File: src/rtl/dmem_resp_pkg.sv
// Shared definitions for the data-memory responder: bus widths, default
// storage depth, the responder state encoding and a small address helper.
package dmem_resp_pkg;

  localparam int DATA_W        = 16;
  localparam int ADDR_W        = 7;
  localparam int DEFAULT_DEPTH = 64;
  localparam int CNT_W         = 4;

  typedef enum logic [1:0] {
    IDLE = 2'd0,
    WAIT = 2'd1,
    RESP = 2'd2
  } state_t;

  // True when a word address falls inside a storage array of 'depth' words.
  function automatic logic addr_in_range(input logic [ADDR_W-1:0] a, input int depth);
    return int'(a) < depth;
  endfunction

endpackage

File: src/rtl/dmem_resp_array.sv
// Storage array for the data-memory responder: one synchronous write port
// and one combinational read port. Contents are never cleared by reset.
module dmem_resp_array
  import dmem_resp_pkg::*;
#(
  parameter int DEPTH = DEFAULT_DEPTH,
  parameter int IDX_W = (DEPTH > 1) ? $clog2(DEPTH) : 1
) (
  input  logic              clk,
  input  logic              wr_en,
  input  logic [IDX_W-1:0]  wr_idx,
  input  logic [DATA_W-1:0] wr_data,
  input  logic [IDX_W-1:0]  rd_idx,
  output logic [DATA_W-1:0] rd_data
);

  logic [DATA_W-1:0] mem [DEPTH];

  // Commit a store on the clock edge when the write strobe is high.
  always_ff @(posedge clk) begin
    if (wr_en) begin
      mem[wr_idx] <= wr_data;
    end
  end

  assign rd_data = mem[rd_idx];

endmodule

File: src/rtl/dmem_responder.sv
// Data-memory responder: captures one load/store request, inserts
// WAIT_CYCLES wait states, then answers with a one-cycle ack.
// Optional feature: define DMEM_RESP_ERR_EN to add the err port and flag
// out-of-range addresses instead of aliasing them modulo DEPTH.
module dmem_responder
  import dmem_resp_pkg::*;
#(
  parameter int WAIT_CYCLES = 2,
  parameter int DEPTH       = DEFAULT_DEPTH
) (
  input  logic              clk,
  input  logic              rst,
  input  logic              req,
  input  logic              we,
  input  logic [ADDR_W-1:0] addr,
  input  logic [DATA_W-1:0] wdata,
  output logic              ack,
  output logic [DATA_W-1:0] rdata,
  output logic              busy
`ifdef DMEM_RESP_ERR_EN
  ,
  output logic              err
`endif
);

  localparam int IDX_W = (DEPTH > 1) ? $clog2(DEPTH) : 1;

  state_t            state_q;
  state_t            state_d;
  logic [CNT_W-1:0]  cnt_q;
  logic [ADDR_W-1:0] addr_q;
  logic              we_q;
  logic [DATA_W-1:0] wdata_q;
  logic [DATA_W-1:0] rdata_q;
  logic              err_q;

  logic              capture;
  logic [ADDR_W-1:0] cur_addr;
  logic              cur_we;
  logic              cur_err;
  logic              wr_en;
  logic [IDX_W-1:0]  rd_idx;
  logic [IDX_W-1:0]  wr_idx;
  logic [DATA_W-1:0] mem_rdata;

  // Reduce a word address onto the storage array.
  function automatic logic [IDX_W-1:0] to_index(input logic [ADDR_W-1:0] a);
    return IDX_W'(int'(a) % DEPTH);
  endfunction

  assign capture  = (state_q == IDLE) && req;

  // With WAIT_CYCLES=0 the response follows capture directly, so the read
  // path has to look at the live request rather than the latched copy.
  assign cur_addr = (state_q == IDLE) ? addr : addr_q;
  assign cur_we   = (state_q == IDLE) ? we   : we_q;

`ifdef DMEM_RESP_ERR_EN
  assign cur_err  = !addr_in_range(cur_addr, DEPTH);
`else
  assign cur_err  = 1'b0;
`endif

  assign rd_idx   = to_index(cur_addr);
  assign wr_idx   = to_index(addr_q);

  // A store lands on the edge closing RESP unless it was an error or reset hits.
  assign wr_en    = (state_q == RESP) && we_q && !err_q && rst;

  dmem_resp_array #(
    .DEPTH (DEPTH),
    .IDX_W (IDX_W)
  ) u_array (
    .clk     (clk),
    .wr_en   (wr_en),
    .wr_idx  (wr_idx),
    .wr_data (wdata_q),
    .rd_idx  (rd_idx),
    .rd_data (mem_rdata)
  );

  // State register; reset aborts whatever transaction is in flight.
  always_ff @(posedge clk) begin
    if (!rst) begin
      state_q <= IDLE;
    end else begin
      state_q <= state_d;
    end
  end

  // Next-state logic: requests are only looked at while idle.
  always_comb begin
    state_d = state_q;
    unique case (state_q)
      IDLE: begin
        if (req) begin
          state_d = (WAIT_CYCLES == 0) ? RESP : WAIT;
        end
      end
      WAIT: begin
        if (cnt_q <= CNT_W'(1)) begin
          state_d = RESP;
        end
      end
      RESP: begin
        state_d = IDLE;
      end
      default: begin
        state_d = IDLE;
      end
    endcase
  end

  // Request latches, wait counter and response registers.
  always_ff @(posedge clk) begin
    if (!rst) begin
      cnt_q   <= '0;
      addr_q  <= '0;
      we_q    <= 1'b0;
      wdata_q <= '0;
      rdata_q <= '0;
      err_q   <= 1'b0;
    end else begin
      if (capture) begin
        addr_q  <= addr;
        we_q    <= we;
        wdata_q <= wdata;
        cnt_q   <= CNT_W'(WAIT_CYCLES);
      end else if ((state_q == WAIT) && (cnt_q != '0)) begin
        cnt_q <= cnt_q - 1'b1;
      end

      if (state_d == RESP) begin
        err_q <= cur_err;
        if (cur_err) begin
          rdata_q <= '0;
        end else if (!cur_we) begin
          rdata_q <= mem_rdata;
        end
      end else if (state_q == RESP) begin
        err_q <= 1'b0;
      end
    end
  end

  assign ack   = (state_q == RESP);
  assign busy  = (state_q != IDLE);
  assign rdata = rdata_q;

`ifdef DMEM_RESP_ERR_EN
  assign err   = err_q;
`endif

endmodule

File: config.mk
export PLATFORM = sky130hd
export DESIGN_NAME = dmem_responder
export DESIGN_NICKNAME = d
export VERILOG_FILES = /design/src/rtl/dmem_resp_pkg.sv /design/src/rtl/dmem_resp_array.sv /design/src/rtl/dmem_responder.sv
export SDC_FILE = /design/constraint.sdc
export NUM_CORES = 1
export LEC_CHECK = 0
export CAP_MARGIN = 10
export CORE_MARGIN = 3
export CORE_UTILIZATION = 63
export CTS_CLUSTER_DIAMETER = 30
export CTS_CLUSTER_SIZE = 8
export DETAILED_ROUTE_END_ITERATION = 16
export PLACE_DENSITY_LB_ADDON = 0.05
export SYNTH_ARGS = -nofsm -noshare
export SYNTH_HDL_FRONTEND = slang
export SYNTH_SLANG_ARGS = --single-unit
File: constraint.sdc
create_clock -name clk -period 3.3 [get_ports clk]
set_input_delay 0.99 -clock clk [delete_from_list [all_inputs] [get_ports clk]]
set_output_delay 0.99 -clock clk [all_outputs]
set_load 0.02 [all_outputs]
==> reports/summary.txt <==
Quantity of I/O buffers inserted on ports: 43
Height of the chip: 266.9 µm
Count of flip-flops with a built-in enable after synthesis: 1024
Cell Int Power: 0.02788 W
Initial cell density of the core: 63.76%
Via count: 28990
Final cell count without fillers: 4343
Pin count of the biggest net entering global routing: 64
Dominant cells by area after synthesis: edfxtp_1 (72%), nand3_1 (6.4%), o21ai_0 (3.5%), mux2i_1 (2.3%), dfxtp_1 (2.1%)
Placer's final routability congestion estimate: 1.048
Type of origin of the critical path: input pin
Fraction of layout cells with a size suffix above 1: 20.81%
Clock buffer count from CTS: 181
Number of optimization iterations in the first detailed-route pass: 6
Cell depth of the worst hold path: 2
Count of cell types in the netlist: 65
Unrepaired setup endpoints after global routing: no
Worst Reg2Reg Path Length in Cells: 9
Arrival time of data at the critical path endpoint: 4.06 ns
Fraction of registers with async set/reset: 0%
Critical path, cell by cell: clkdlybuf4s50_1 -> buf_4 -> nor3b_4 -> buf_12 -> o21ai_0 -> nand3_1 -> a41oi_1 -> o41ai_1 -> and4b_1
Status: finished, violations left
Initial antenna violation count: 4
Number of placed cells counting well taps: 4028
Part of the total power dissipated in sequential elements: 42.2%
Routed wire length per instance: 28.01 µm
CTS tree: yes
Proportion of synthesized chip area in sequential cells: 73.79%
Most instantiated flip-flop cell in the synthesis netlist: edfxtp_1
Number of levels the H-tree was split into: 4
Proportion of power drawn by combinational gates: 10.1%
Crit path kind: in2reg
Worst-case setup margin in the final layout: -0.09595 ns
Max stage delay cell, worst path: o41ai_1
Hold buffers post-CTS: 0
Worst hold path type: reg2reg
Highest clock frequency the design can meet: 294.5 MHz
Final-layout setup total negative slack: -0.09595 ns
Final-report setup violation count: 1
Maximum VDD drop: 569.9 µV
Area of the mapped netlist: 42890 µm²
Final clock period utilization by the worst path: 102.9%
Worst slew margin relative to its limit: 13.04%
CTS Sinks: 1069
Actual slew at the worst max-slew pin: 1.304 ns
Worst clock skew: 0.02977 ns
Net switching power: 0.008491 W
Routed Antenna Nets: 0
Maximum fanout along the worst path: 49
Die Width: 266.9 µm
Residual DRC: 0
Maximum single-stage delay on the critical path: 1.04 ns
Site Rows: 95
Worst skew pair latency: 0.73 ns
Overall track demand over capacity in global routing: 34.44%
Synth top cells by count: edfxtp_1 (1024), nand3_1 (547), o21ai_0 (303)
Post-synthesis instance total: 2976
Clock power frac: 47.8%
Area growth syn-to-layout: 24.32%
Number of maximum-capacitance constraint violations: 0
Most instantiated library cell after synthesis: edfxtp_1
Initial DRC Count: 3671
Count of inserted antenna diode cells: 0
Cell taking the most area after synthesis: edfxtp_1
Failing checks: negative setup slack
Clock Tree Root: clkbuf_16
Top Ports: 45
Start point of the worst min-delay path: we_q$_SDFFE_PN0P_
Average instance area after synthesis: 14.41 µm²
Area of the core: 67280 µm²
Static leakage: 18.77 nW
Worst Hold Endpoint: we_q$_SDFFE_PN0P_
Reg-to-reg setup timing slack: 0.09 ns
Total grt overflow: 0
Power per cell area: 682.0 nW/µm²
Clock slew at the register clock pins of the worst setup and hold paths: 0.04 ns
Hold violation total from the final report: 0
Wire length of the first global-routing pass: 179800 µm
Number of flip-flops and latches in the synthesized netlist: 1069
Via count of the first global-routing pass: 28900
Post-synth net total: 3005
Worst EP required: 3.97 ns
Number of vias per cell: 6.675
Area enclosed by the die boundary: 71250 µm²
Post-layout util: 79.26%
Launch point of the worst reg-to-reg path: state_q[1]$_SDFF_PN0_
Post-detailed-routing wire length: 121600 µm
Worst flop-to-flop path endpoint: rdata[4]$_SDFFE_PN0P_
Number of max-slew violations in the final report: 0
Number of buffers inserted to repair setup after CTS: 0
Sw frac: 23.35%
Fin nets: 3367
Area fraction of the dominant cell type after synthesis: 71.69%
Count of warnings emitted by yosys: 0
Detailed placement HPWL: 72580 µm
Min Clock Period, post-route: 3.396 ns
Number of buffers between clock root and the deepest sink: 3
Setup crit end kind: flop
-- final cells by class --
class,count,area (µm²)
Clock inverter,69,651.9
Clock buffer,246,5065
Sequential cell,1069,31670
Inverter,6,22.52
Tap cell,873,1092
Timing Repair Buffer,425,4572
Fill cell,3749,13950
Multi-Input combinational cell,1655,10250
-- layout by cell type, fill, tap and decap left out, types with 8 or more instances in the layout --
cell type / count
a31oi_1: 33
a21oi_1: 57
mux2_2: 40
dfxtp_1: 29
dfxtp_2: 16
buf_12: 102
o21ai_0: 303
nor2_1: 75
clkinv_1: 23
bufinv_16: 10
a211o_1: 30
and3_1: 33
a41oi_1: 64
clkdlybuf4s50_1: 41
clkinv_2: 26
nand2_1: 160
mux2i_1: 99
edfxtp_1: 1024
and4b_1: 15
a221oi_1: 63
clkbuf_1: 46
o41ai_1: 8
buf_4: 280
clkbuf_16: 190
a221o_1: 31
mux2_1: 23
clkbuf_8: 10
nand3_1: 547
-- per-stage QoR --
stage | hold WS, ns | setup slack (ns) | cell area, µm² | power (W)
6_report | 0.5835 | -0.09595 | 53330 | 0.03637
4_1_cts | 0.5486 | 0.06481 | 53280 | 0.03643
3_3_place_gp | 0.5165 | -0.9664 | 47550 | 0.01903
5_1_grt | 0.5795 | 0.02414 | 53330 | 0.03735
3_5_place_dp | 0.5431 | -0.9883 | 47550 | 0.01912
2_1_floorplan | 0.4825 | 0.4035 | 42890 | 0.01731
-- state kept, by name, summed over array words and instances, names as in the netlist --
register / flops
u_array.mem: 1024
rdata: 16
wdata_q: 16
addr_q: 6
cnt_q: 4
state_q: 2
we_q: 1
-- how the worst max path moves through the flow --
stage                                   end     from  cells after the start
5_1_grt              rdata[10]$_SDFFE_PN0P_  addr[0]                     12
3_3_place_gp         rdata[15]$_SDFFE_PN0P_  addr[1]                     13
6_report              rdata[4]$_SDFFE_PN0P_  addr[1]                      9
2_1_floorplan  u_array.mem[61][0]$_DFFE_PP_      rst                      5
4_1_cts              rdata[14]$_SDFFE_PN0P_  addr[0]                     11
3_5_place_dp         rdata[15]$_SDFFE_PN0P_  addr[1]                     13
-- power groups by stage --
stage               sequential, W  combinational (W)  clock [W]
global route               0.0153            0.00386     0.0182
global placement           0.0155            0.00348          0
floorplan                  0.0155            0.00181          0
CTS                        0.0153            0.00360     0.0175
finish                     0.0153            0.00367     0.0174
detailed placement         0.0156            0.00356          0
-- logic make-up after synthesis --
| logic type | synth area share (%) |
|---|---|
| multiplexers | 3.999 |
| AND/OR/NAND/NOR | 10.02 |
| AO/OA/AOI/OAI | 9.407 |
| XOR/XNOR | 0.06127 |
| adder cells (fa/ha/maj) | 0.05833 |
| buffers and inverters | 2.672 |
| flip-flops | 73.79 |
-- timing repair --
action	CTS	global route
cloned	0	0
pin swaps	0	0
gates resized for setup	4	7
setup endpoints to repair	3	7
-- critical path: cells and delay by family --
| family | cells | cell delay (ns) |
|---|---|---|
| buffers and inverters | 3 | 0.88 |
| and+or+nand+nor | 3 | 0.68 |
| AOI/OAI and AO/OA | 3 | 1.49 |
-- routing by layer --
layer,part of all wire (%),vias to the layer above,GRT usage (%)
li1,-,12510,-
met1,37,14330,45.90
met4,4.7,0,17.69
met5,0,-,0
met2,48,1837,55.00
met3,10,314,6.407
Power figures use the tool's default switching activity.
